File: src/rtl/neg_abs_serial.sv
// Digit-serial pass / negate / absolute-value unit: one DIGIT-bit slice per cycle, LSB first.
// Two's-complement negation is done as invert-and-add-one, with the +1 injected as the initial carry.
module neg_abs_serial #(
    parameter int WIDTH = 16,
    parameter int DIGIT = 4
) (
    input  logic             clk,
    input  logic             rst_n,
    input  logic             in_valid,
    output logic             in_ready,
    input  logic [WIDTH-1:0] in_data,
    input  logic [1:0]       mode,
    output logic             out_valid,
    input  logic             out_ready,
    output logic [WIDTH-1:0] out_data,
    output logic             out_ovf
);

    localparam int N  = WIDTH / DIGIT;
    localparam int CW = (N > 1) ? $clog2(N) : 1;
    localparam logic [CW-1:0]    LAST     = CW'(N - 1);
    localparam logic [WIDTH-1:0] MOST_NEG = {1'b1, {(WIDTH-1){1'b0}}};

    typedef enum logic [1:0] {IDLE, SHIFT, DONE} state_t;

    state_t           state_q;
    logic [WIDTH-1:0] operand_q;
    logic [WIDTH-1:0] result_q;
    logic [WIDTH-1:0] result_d;
    logic             invert_q;
    logic             invert_d;
    logic             carry_q;
    logic             ovf_q;
    logic [CW-1:0]    cnt_q;
    logic [DIGIT-1:0] digit;
    logic [DIGIT:0]   sum;

    always_comb begin
        digit    = '0;
        result_d = result_q;
        for (int d = 0; d < N; d++) begin
            if (cnt_q == CW'(d)) digit = operand_q[d*DIGIT +: DIGIT];
        end
        sum = {1'b0, digit ^ {DIGIT{invert_q}}} + {{DIGIT{1'b0}}, carry_q};
        for (int d = 0; d < N; d++) begin
            if (cnt_q == CW'(d)) result_d[d*DIGIT +: DIGIT] = sum[DIGIT-1:0];
        end
        // mode 11 is reserved and behaves as pass
        invert_d = (mode == 2'b01) || ((mode == 2'b10) && in_data[WIDTH-1]);
    end

    always_ff @(posedge clk or negedge rst_n) begin
        if (!rst_n) begin
            state_q   <= IDLE;
            operand_q <= '0;
            result_q  <= '0;
            invert_q  <= 1'b0;
            carry_q   <= 1'b0;
            ovf_q     <= 1'b0;
            cnt_q     <= '0;
        end else begin
            case (state_q)
                IDLE: begin
                    if (in_valid) begin
                        operand_q <= in_data;
                        invert_q  <= invert_d;
                        carry_q   <= invert_d;
                        ovf_q     <= invert_d && (in_data == MOST_NEG);
                        result_q  <= '0;
                        cnt_q     <= '0;
                        state_q   <= SHIFT;
                    end
                end
                SHIFT: begin
                    // carry out of the top digit is dropped: result is modulo 2^WIDTH
                    result_q <= result_d;
                    carry_q  <= sum[DIGIT];
                    cnt_q    <= cnt_q + CW'(1);
                    if (cnt_q == LAST) state_q <= DONE;
                end
                DONE: begin
                    if (out_ready) state_q <= IDLE;
                end
                default: state_q <= IDLE;
            endcase
        end
    end

    assign in_ready  = (state_q == IDLE);
    assign out_valid = (state_q == DONE);
    assign out_data  = result_q;
    assign out_ovf   = ovf_q;

endmodule

File: config.mk
export PLATFORM = sky130hd
export DESIGN_NAME = neg_abs_serial
export DESIGN_NICKNAME = d
export VERILOG_FILES = /design/src/rtl/neg_abs_serial.sv
export SDC_FILE = /design/constraint.sdc
export NUM_CORES = 1
export LEC_CHECK = 0
export BUFFER_PORTS_ARGS = -buffer_cell sky130_fd_sc_hd__clkbuf_2
export CAP_MARGIN = 20
export CORE_ASPECT_RATIO = 1.4
export CORE_MARGIN = 1.5
export CORE_UTILIZATION = 38
export CTS_CLUSTER_DIAMETER = 100
export CTS_CLUSTER_SIZE = 30
export DETAILED_ROUTE_END_ITERATION = 7
export HOLD_SLACK_MARGIN = 0.05
export PLACE_DENSITY = 0.71
export SLEW_MARGIN = 40
export SYNTH_ARGS = -nofsm -noshare
export SYNTH_HDL_FRONTEND = slang
export SYNTH_SLANG_ARGS = --single-unit
File: constraint.sdc
create_clock -name clk -period 7.1 [get_ports clk]
set_input_delay 0 -clock clk [delete_from_list [all_inputs] [get_ports clk]]
set_output_delay 0 -clock clk [all_outputs]
set_load 0.005 [all_outputs]
==> reports/qor.yml, run 1 <==
sta:
  fin_skew_ns: 0.00734
  drv_slew: 0
  finalHoldViolCount: 0
  fmax_ghz: 0.369
  fin_setup_tns_ns: 0
  min_period_over_period: 0.382
  slew_headroom: 0.520
  fin_crit_ns: 2.71
  grt_setup_unrepaired: "no"
  worstMarginPinSlew_ns: 0.720
  setup_viol: 0
place:
  hpwl_mm: 3.05
  dp_cells: 296
  gp_congestion: 0.752
  numPortBuffers: 40
clocking:
  htreeDepth: 2
  cts_tree: "built"
  clk_pin_slew_worst_paths_ns: 0.08
  numCtsBuffers: 5
  clock-sinks: 39
  root_buffer: "clkbuf_8"
  clk_latency_ns: 0.29
  clock_path_buffers: 2
  cts_resized: 0
synthesis:
  synth.lib_cells_used.distinct: 36
  synth_seq_cells: 39
  yosysWarnings: 0
  syn_inst: 204
  syn-num-nets: 232
  synth_top_area_frac: 0.509
  synth_area_um2: 1920
  synth.largest_area_cell: "dfrtp_1"
  syn_area_per_cell_um2: 9.40
  synth.area.top_cells: "dfrtp_1 51%, nand2_1 13%, a32o_1 4.7%"
  yosysSeqAreaShare: 0.509
power:
  irDropWorstVdd_uv: 196
  leakage_nw: 1.21
  total_power_w: 0.00111
  p_per_area_nw_per_um2: 451
drt:
  vias: 1610
  drtAntennaViolNets: 0
  drt_iter0_markers: 84
  drt_wl_total_mm: 4.35
  drc: 0
  avgRoutedWirePerCell_um: 13.5
  via_per_inst: 5.00
  dr.pass1.iters: 4
setup_path:
  worstSetupEndpointType: "flip-flop"
  cp-start-kind: "flip-flop"
  crit_arrival_ns: 2.90
  rrSetupSlack_ns: 4.39
  criticalPathCategory: "reg2reg"
  worstPathMaxFanout: 11
  required_ns: 7.29
worst_hold_path:
  hp-class: "in2reg"
floorplan:
  fp.dieW_um: 63.0
  start_util: 0.396
  core_um2: 4840
  rows: 30
  die_h_um: 87.1
  die-area_um2: 5490
  io_pins: 41
global_route:
  grt_overflow_total: 0
  grt_max_degree: 40
  grtUsageTotal: 0.177
  first_global_vias: 1634
  antenna_found_initial: 0
  grt_first_pass_wirelength_mm: 7.54
job:
  max_cap_violations: 0
layout:
  antenna_cells: 0
  finalNetCount: 285
  area_growth_syn_to_layout_pct: 28.2
  final_cells: 322
  layout-drive-gt1-share: 0.213
status:
  status: "complete, no violations"
[layer usage]
layer | routed length, um | share of wire | global-route usage
met4 | 65 | 0.015 | 0.0626
met5 | 0 | 0 | 0
met3 | 174 | 0.040 | 0.0466
met2 | 2170 | 0.50 | 0.304
met1 | 1930 | 0.44 | 0.213
[critical path, stage by stage (launching register included)]
cell	delay, ns
dfrtp_1	0.40
inv_1	0.11
ha_1	0.39
nor2b_1	0.11
a22oi_1	0.17
nor2_1	0.05
a21oi_1	0.13
o21ai_0	0.10
xor2_1	0.18
ha_1	0.22
ha_1	0.34
nand2_1	0.08
o22ai_1	0.08
a32o_1	0.22
[final timing paths]
check                                         from  cells after the start                  endpoint
setup / recovery              cnt_q[1]$_DFFE_PN0P_                     13  out_data[13]$_DFFE_PN0P_
hold / removal                             mode[1]                      4      invert_q$_DFFE_PN0P_
setup reg to reg              cnt_q[1]$_DFFE_PN0P_                     13  out_data[13]$_DFFE_PN0P_
hold reg to reg            out_data[7]$_DFFE_PN0P_                      2   out_data[7]$_DFFE_PN0P_
max in group asynchronous                    rst_n                      2  operand_q[9]$_DFFE_PN0P_
min in group asynchronous                    rst_n                      2    state_q[1]$_DFFE_PN0P_
[per-stage QoR]
stage | instance area (um^2) | hold WS [ns] | worst slack (ns) | utilization
6_report | 2460 | 0.0507 | 4.39 | 0.508
3_3_place_gp | 2140 | 0.194 | 4.51 | 0.442
4_1_cts | 2460 | 0.0550 | 4.39 | 0.508
2_1_floorplan | 1920 | -0.296 | 4.76 | -
5_1_grt | 2460 | 0.0780 | 4.06 | 0.508
3_5_place_dp | 2150 | 0.0396 | 4.40 | 0.443
[kinds of logic (layout without fill, tap and decap cells)]
kind of cell / after synthesis / in the layout / share of synthesized area
flip-flops: 39 / 39 / 0.509
buffers and inverters: 20 / 74 / 0.0470
AND/OR/NAND/NOR: 92 / 92 / 0.215
XOR/XNOR: 6 / 6 / 0.0274
adder cells (fa/ha/maj): 6 / 6 / 0.0391
AO/OA/AOI/OAI: 41 / 41 / 0.162
[state kept, by name, summed over array words and instances, names as in the netlist]
signal / count
out_ovf: 1
carry_q: 1
state_q: 2
invert_q: 1
cnt_q: 2
out_data: 16
operand_q: 16
[cells in the final DEF, fill, tap and decap left out, types with 2 or more instances in the layout]
| cell type | count |
|---|---|
| o21ai_1 | 5 |
| a211oi_2 | 3 |
| inv_1 | 7 |
| clkbuf_2 | 39 |
| bufinv_16 | 2 |
| nor4_1 | 3 |
| nor2_1 | 6 |
| xor2_1 | 5 |
| nand2_1 | 64 |
| ha_1 | 6 |
| dlygate4sd3_1 | 18 |
| clkbuf_8 | 5 |
| nand3_1 | 4 |
| a32o_1 | 9 |
| nor2b_1 | 4 |
| dfrtp_1 | 39 |
| nand3b_1 | 3 |
| o31ai_1 | 4 |
| nand2b_1 | 2 |
| a21oi_1 | 5 |
| o21ai_0 | 8 |
[synth_stat cells]
master	instances
a211oi_2	3
a21oi_1	5
a221oi_2	1
a22o_1	1
a22oi_1	1
a31oi_1	1
a32o_1	9
and2_1	1
and4b_1	1
buf_2	2
buf_4	1
buf_6	1
clkbuf_1	8
clkbuf_2	1
dfrtp_1	39
ha_1	6
inv_1	7
nand2_1	64
nand2b_1	2
nand3_1	4
nand3b_1	3
nand4_1	1
nor2_1	6
nor2b_1	4
nor3b_1	1
nor3b_2	1
nor4_1	3
nor4b_1	1
o211ai_1	1
o21ai_0	8
o21ai_1	5
o22ai_1	1
o31ai_1	4
o31ai_2	1
xnor2_1	1
xor2_1	5
[report_power, final]
group,internal (W),switching [W]
Clock,0.000140,0.0000763
Sequential,0.000314,0.0000623
Combinational,0.000210,0.000307
[cell type report]
| class | count | area (um^2) |
|---|---|---|
| timing repair buffer | 59 | 390 |
| sequential | 39 | 976 |
| clock buffer | 6 | 72.6 |
| inverter | 7 | 26.3 |
| fill | 453 | 2380 |
| clock inverter | 2 | 60.1 |
| tap | 64 | 80.1 |
| multi-input combinational | 145 | 853 |
[timing repair]
item                                   4_1_cts  5_1_grt
hold buffers                                18        0
setup endpoints to repair                    0        0
endpoints found under the hold margin       56        0
buffers inserted                             0        0
(Power assumes the default switching activity.)
==> run 2: changes to the inputs <==
- PLACE_DENSITY: 0.71 -> 0.73
- clock period: 7.1 -> 2.4 ns (I/O delays scaled with it)
==> run 2 against run 1 <==
  * Sequential share of layout area shrank 2.6 points
  * Highest routed layer unchanged
  * Global-route usage is 1.2 points higher
  * Sequential power grew to 3.0 times the previous value
  * Power rose to 3.2 times the previous value
  * Clock power grew 150%
  * Flip-flop and latch count stayed put
  * Worst setup slack worse by 4.4 ns
  * Count of clock-buffer cells in the layout shrank 1
  * Die area stayed put
  * Combinational power rose to 3.7 times the previous value
  * Routed wire length increased by 5.9%
  * Register-to-register slack worse by 4.4 ns
==> reports/qor.yml, run 2 (synthesized netlist as in run 1, its figures left out) <==
clocking:
  clk_latency_ns: 0.29  # about the same
  root_buffer: "clkbuf_8"  # unchanged
  clock_path_buffers: 2  # unchanged
  cts_tree: "built"  # unchanged
  htreeDepth: 2  # unchanged
  clk_pin_slew_worst_paths_ns: 0.08  # about the same
  clock-sinks: 39  # unchanged
  numCtsBuffers: 5  # unchanged
setup_path:
  worstSetupEndpointType: "flip-flop"  # unchanged
  crit_arrival_ns: 2.57  # was 2.90 ns
  rrSetupSlack_ns: 0.02  # was 4.39 ns
  required_ns: 2.59  # was 7.29 ns
  timing.rr.end: "out_data[11]$_DFFE_PN0P_"  # was out_data[13]$_DFFE_PN0P_
  r2r_start: "cnt_q[0]$_DFFE_PN0P_"  # was cnt_q[1]$_DFFE_PN0P_
  reg2reg_depth: 13  # unchanged
  cp-start-kind: "flip-flop"  # unchanged
  worstPathMaxFanout: 4  # was 11
  criticalPathCategory: "reg2reg"  # unchanged
power:
  pwr-share-comb: 0.531  # was 0.465
  seqPwrFrac: 0.317  # was 0.339
  switchingPower_w: 0.00145  # was 0.000445 W
  leakage_nw: 1.29  # was 1.21 nW
  clock_power_share: 0.152  # was 0.195
  swShare: 0.408  # was 0.401
  p_per_area_nw_per_um2: 1350  # was 451 nW/um^2
  p_int_w: 0.00210  # was 0.000664 W
  irDropWorstVdd_uv: 510  # was 196 uV
drt:
  avgRoutedWirePerCell_um: 13.7  # was 13.5 um
  drt_iter0_markers: 72  # was 84
  via_per_inst: 5.06  # was 5.00
  dr.pass1.iters: 4  # unchanged
  drt_wl_total_mm: 4.60  # was 4.35 mm
  drc: 0  # unchanged
  vias: 1705  # was 1610
  drtAntennaViolNets: 0  # unchanged
global_route:
  grt_overflow_total: 0  # unchanged
  antenna_found_initial: 0  # unchanged
  grtUsageTotal: 0.189  # was 0.177
  first_global_vias: 1762  # was 1634
  grt_first_pass_wirelength_mm: 8.09  # was 7.54 mm
  grt_max_degree: 40  # unchanged
floorplan:
  die_h_um: 87.1  # unchanged
  die-area_um2: 5490  # unchanged
  io_pins: 41  # unchanged
  start_util: 0.396  # unchanged
  fp.dieW_um: 63.0  # unchanged
  rows: 30  # unchanged
  core_um2: 4840  # unchanged
layout:
  layout_commonest_cell: "nand2_1"  # unchanged
  layout-drive-gt1-share: 0.300  # was 0.213
  antenna_cells: 0  # unchanged
  nFillCells: 437  # was 453
  final_cell_mix: "64 x nand2_1, 39 x dfrtp_1, 39 x clkbuf_2"  # unchanged
  finalNetCount: 300  # was 285
  final_cells: 337  # was 322
  area_growth_syn_to_layout_pct: 37.1  # was 28.2%
sta:
  fin_skew_ns: 0.0104  # was 0.00734 ns
  fmax_ghz: 0.421  # was 0.369 GHz
  worstMarginPinSlew_ns: 0.669  # was 0.720 ns
  setup_viol: 0  # unchanged
  finalHoldViolCount: 0  # unchanged
  slew_headroom: 0.553  # was 0.520
  grt_setup_unrepaired: "yes"  # was no
  fin_crit_ns: 2.38  # was 2.71 ns
  min_period_over_period: 0.991  # was 0.382
  drv_slew: 0  # unchanged
  fin_setup_tns_ns: 0  # unchanged
place:
  hpwl_mm: 3.19  # was 3.05 mm
  dp_cells: 305  # was 296
  gp_congestion: 0.787  # was 0.752
  numPortBuffers: 40  # unchanged
worst_hold_path:
  hp-class: "in2reg"  # unchanged
  holdPathEnd: "invert_q$_DFFE_PN0P_"  # unchanged
  hold_depth: 4  # unchanged
  min_from: "mode[1]"  # unchanged
status:
  status: "complete, no violations"  # unchanged
job:
  max_cap_violations: 0  # unchanged
[run 2: worst max path at each step]
stage | start | end | slack [ns] | cells after the start
2_1_floorplan | cnt_q[0]$_DFFE_PN0P_ | out_data[13]$_DFFE_PN0P_ | 0.06 | 13
3_3_place_gp | cnt_q[0]$_DFFE_PN0P_ | out_data[11]$_DFFE_PN0P_ | 0.01 | 13
3_5_place_dp | cnt_q[0]$_DFFE_PN0P_ | out_data[11]$_DFFE_PN0P_ | -0.11 | 13
4_1_cts | cnt_q[0]$_DFFE_PN0P_ | out_data[11]$_DFFE_PN0P_ | -0.03 | 13
5_1_grt | cnt_q[0]$_DFFE_PN0P_ | out_data[11]$_DFFE_PN0P_ | -0.16 | 13
6_report | cnt_q[0]$_DFFE_PN0P_ | out_data[11]$_DFFE_PN0P_ | 0.02 | 13
[run 2: metal layers]
metal  global-route usage  vias up  wire length, um
met4               0.0848        0              121
met3               0.0310        9              156
met1                0.210      820             1780
met5                    0        -                0
li1                     -      834                -
met2                0.352       42             2550
[run 2: metrics by stage]
stage,worst slack [ns],total power (W),utilization,hold WS (ns),instance area [um^2]
5_1_grt,-0.159,0.00386,0.543,0.123,2630
4_1_cts,-0.0301,0.00351,0.540,0.0909,2610
3_3_place_gp,0.0124,0.00270,0.456,0.187,2210
3_5_place_dp,-0.108,0.00275,0.457,0.0427,2210
2_1_floorplan,0.0566,0.00223,-,-0.296,1920
6_report,0.0227,0.00355,0.543,0.0893,2630
[run 2: worst max-delay path, stage by stage, from the launching register on]
cell and delay, ns:
dfrtp_1 0.44, buf_6 0.14, ha_4 0.17, nor2b_4 0.12, a22oi_2 0.05, nor2_1 0.09
a21oi_1 0.05, o21ai_1 0.14, xor2_1 0.17, ha_2 0.22, and4b_1 0.20, a31oi_2 0.06
xnor2_2 0.20, o31ai_1 0.23
[run 2: power by group through the flow]
stage               clock, W  sequential (W)  combinational [W]
floorplan                  0         0.00108            0.00116
global placement           0         0.00112            0.00159
detailed placement         0         0.00113            0.00162
CTS                 0.000551         0.00112            0.00184
global route        0.000581         0.00116            0.00212
finish              0.000539         0.00113            0.00189
[run 2: cell type report]
type / instances / area (um^2) / share of cell area
Sequential cell: 39 / 976 / 0.371
Multi-Input combinational cell: 145 / 923 / 0.351
Timing Repair Buffer: 74 / 510 / 0.194
Tap cell: 64 / 80.1 / 0.0305
Clock buffer: 5 / 68.8 / 0.0262
Clock inverter: 3 / 43.8 / 0.0167
Inverter: 7 / 26.3 / 0.0100
[run 2: what timing repair did]
| item | 4_1_cts | 5_1_grt |
|---|---|---|
| setup buffers | 6 | 0 |
| pin swaps | 9 | 10 |
| endpoints found under the setup margin | 11 | 13 |
| resized for setup | 16 | 3 |
| hold endpoints to repair | 57 | 0 |
| hold buffers | 18 | 0 |
| cloned | 0 | 0 |
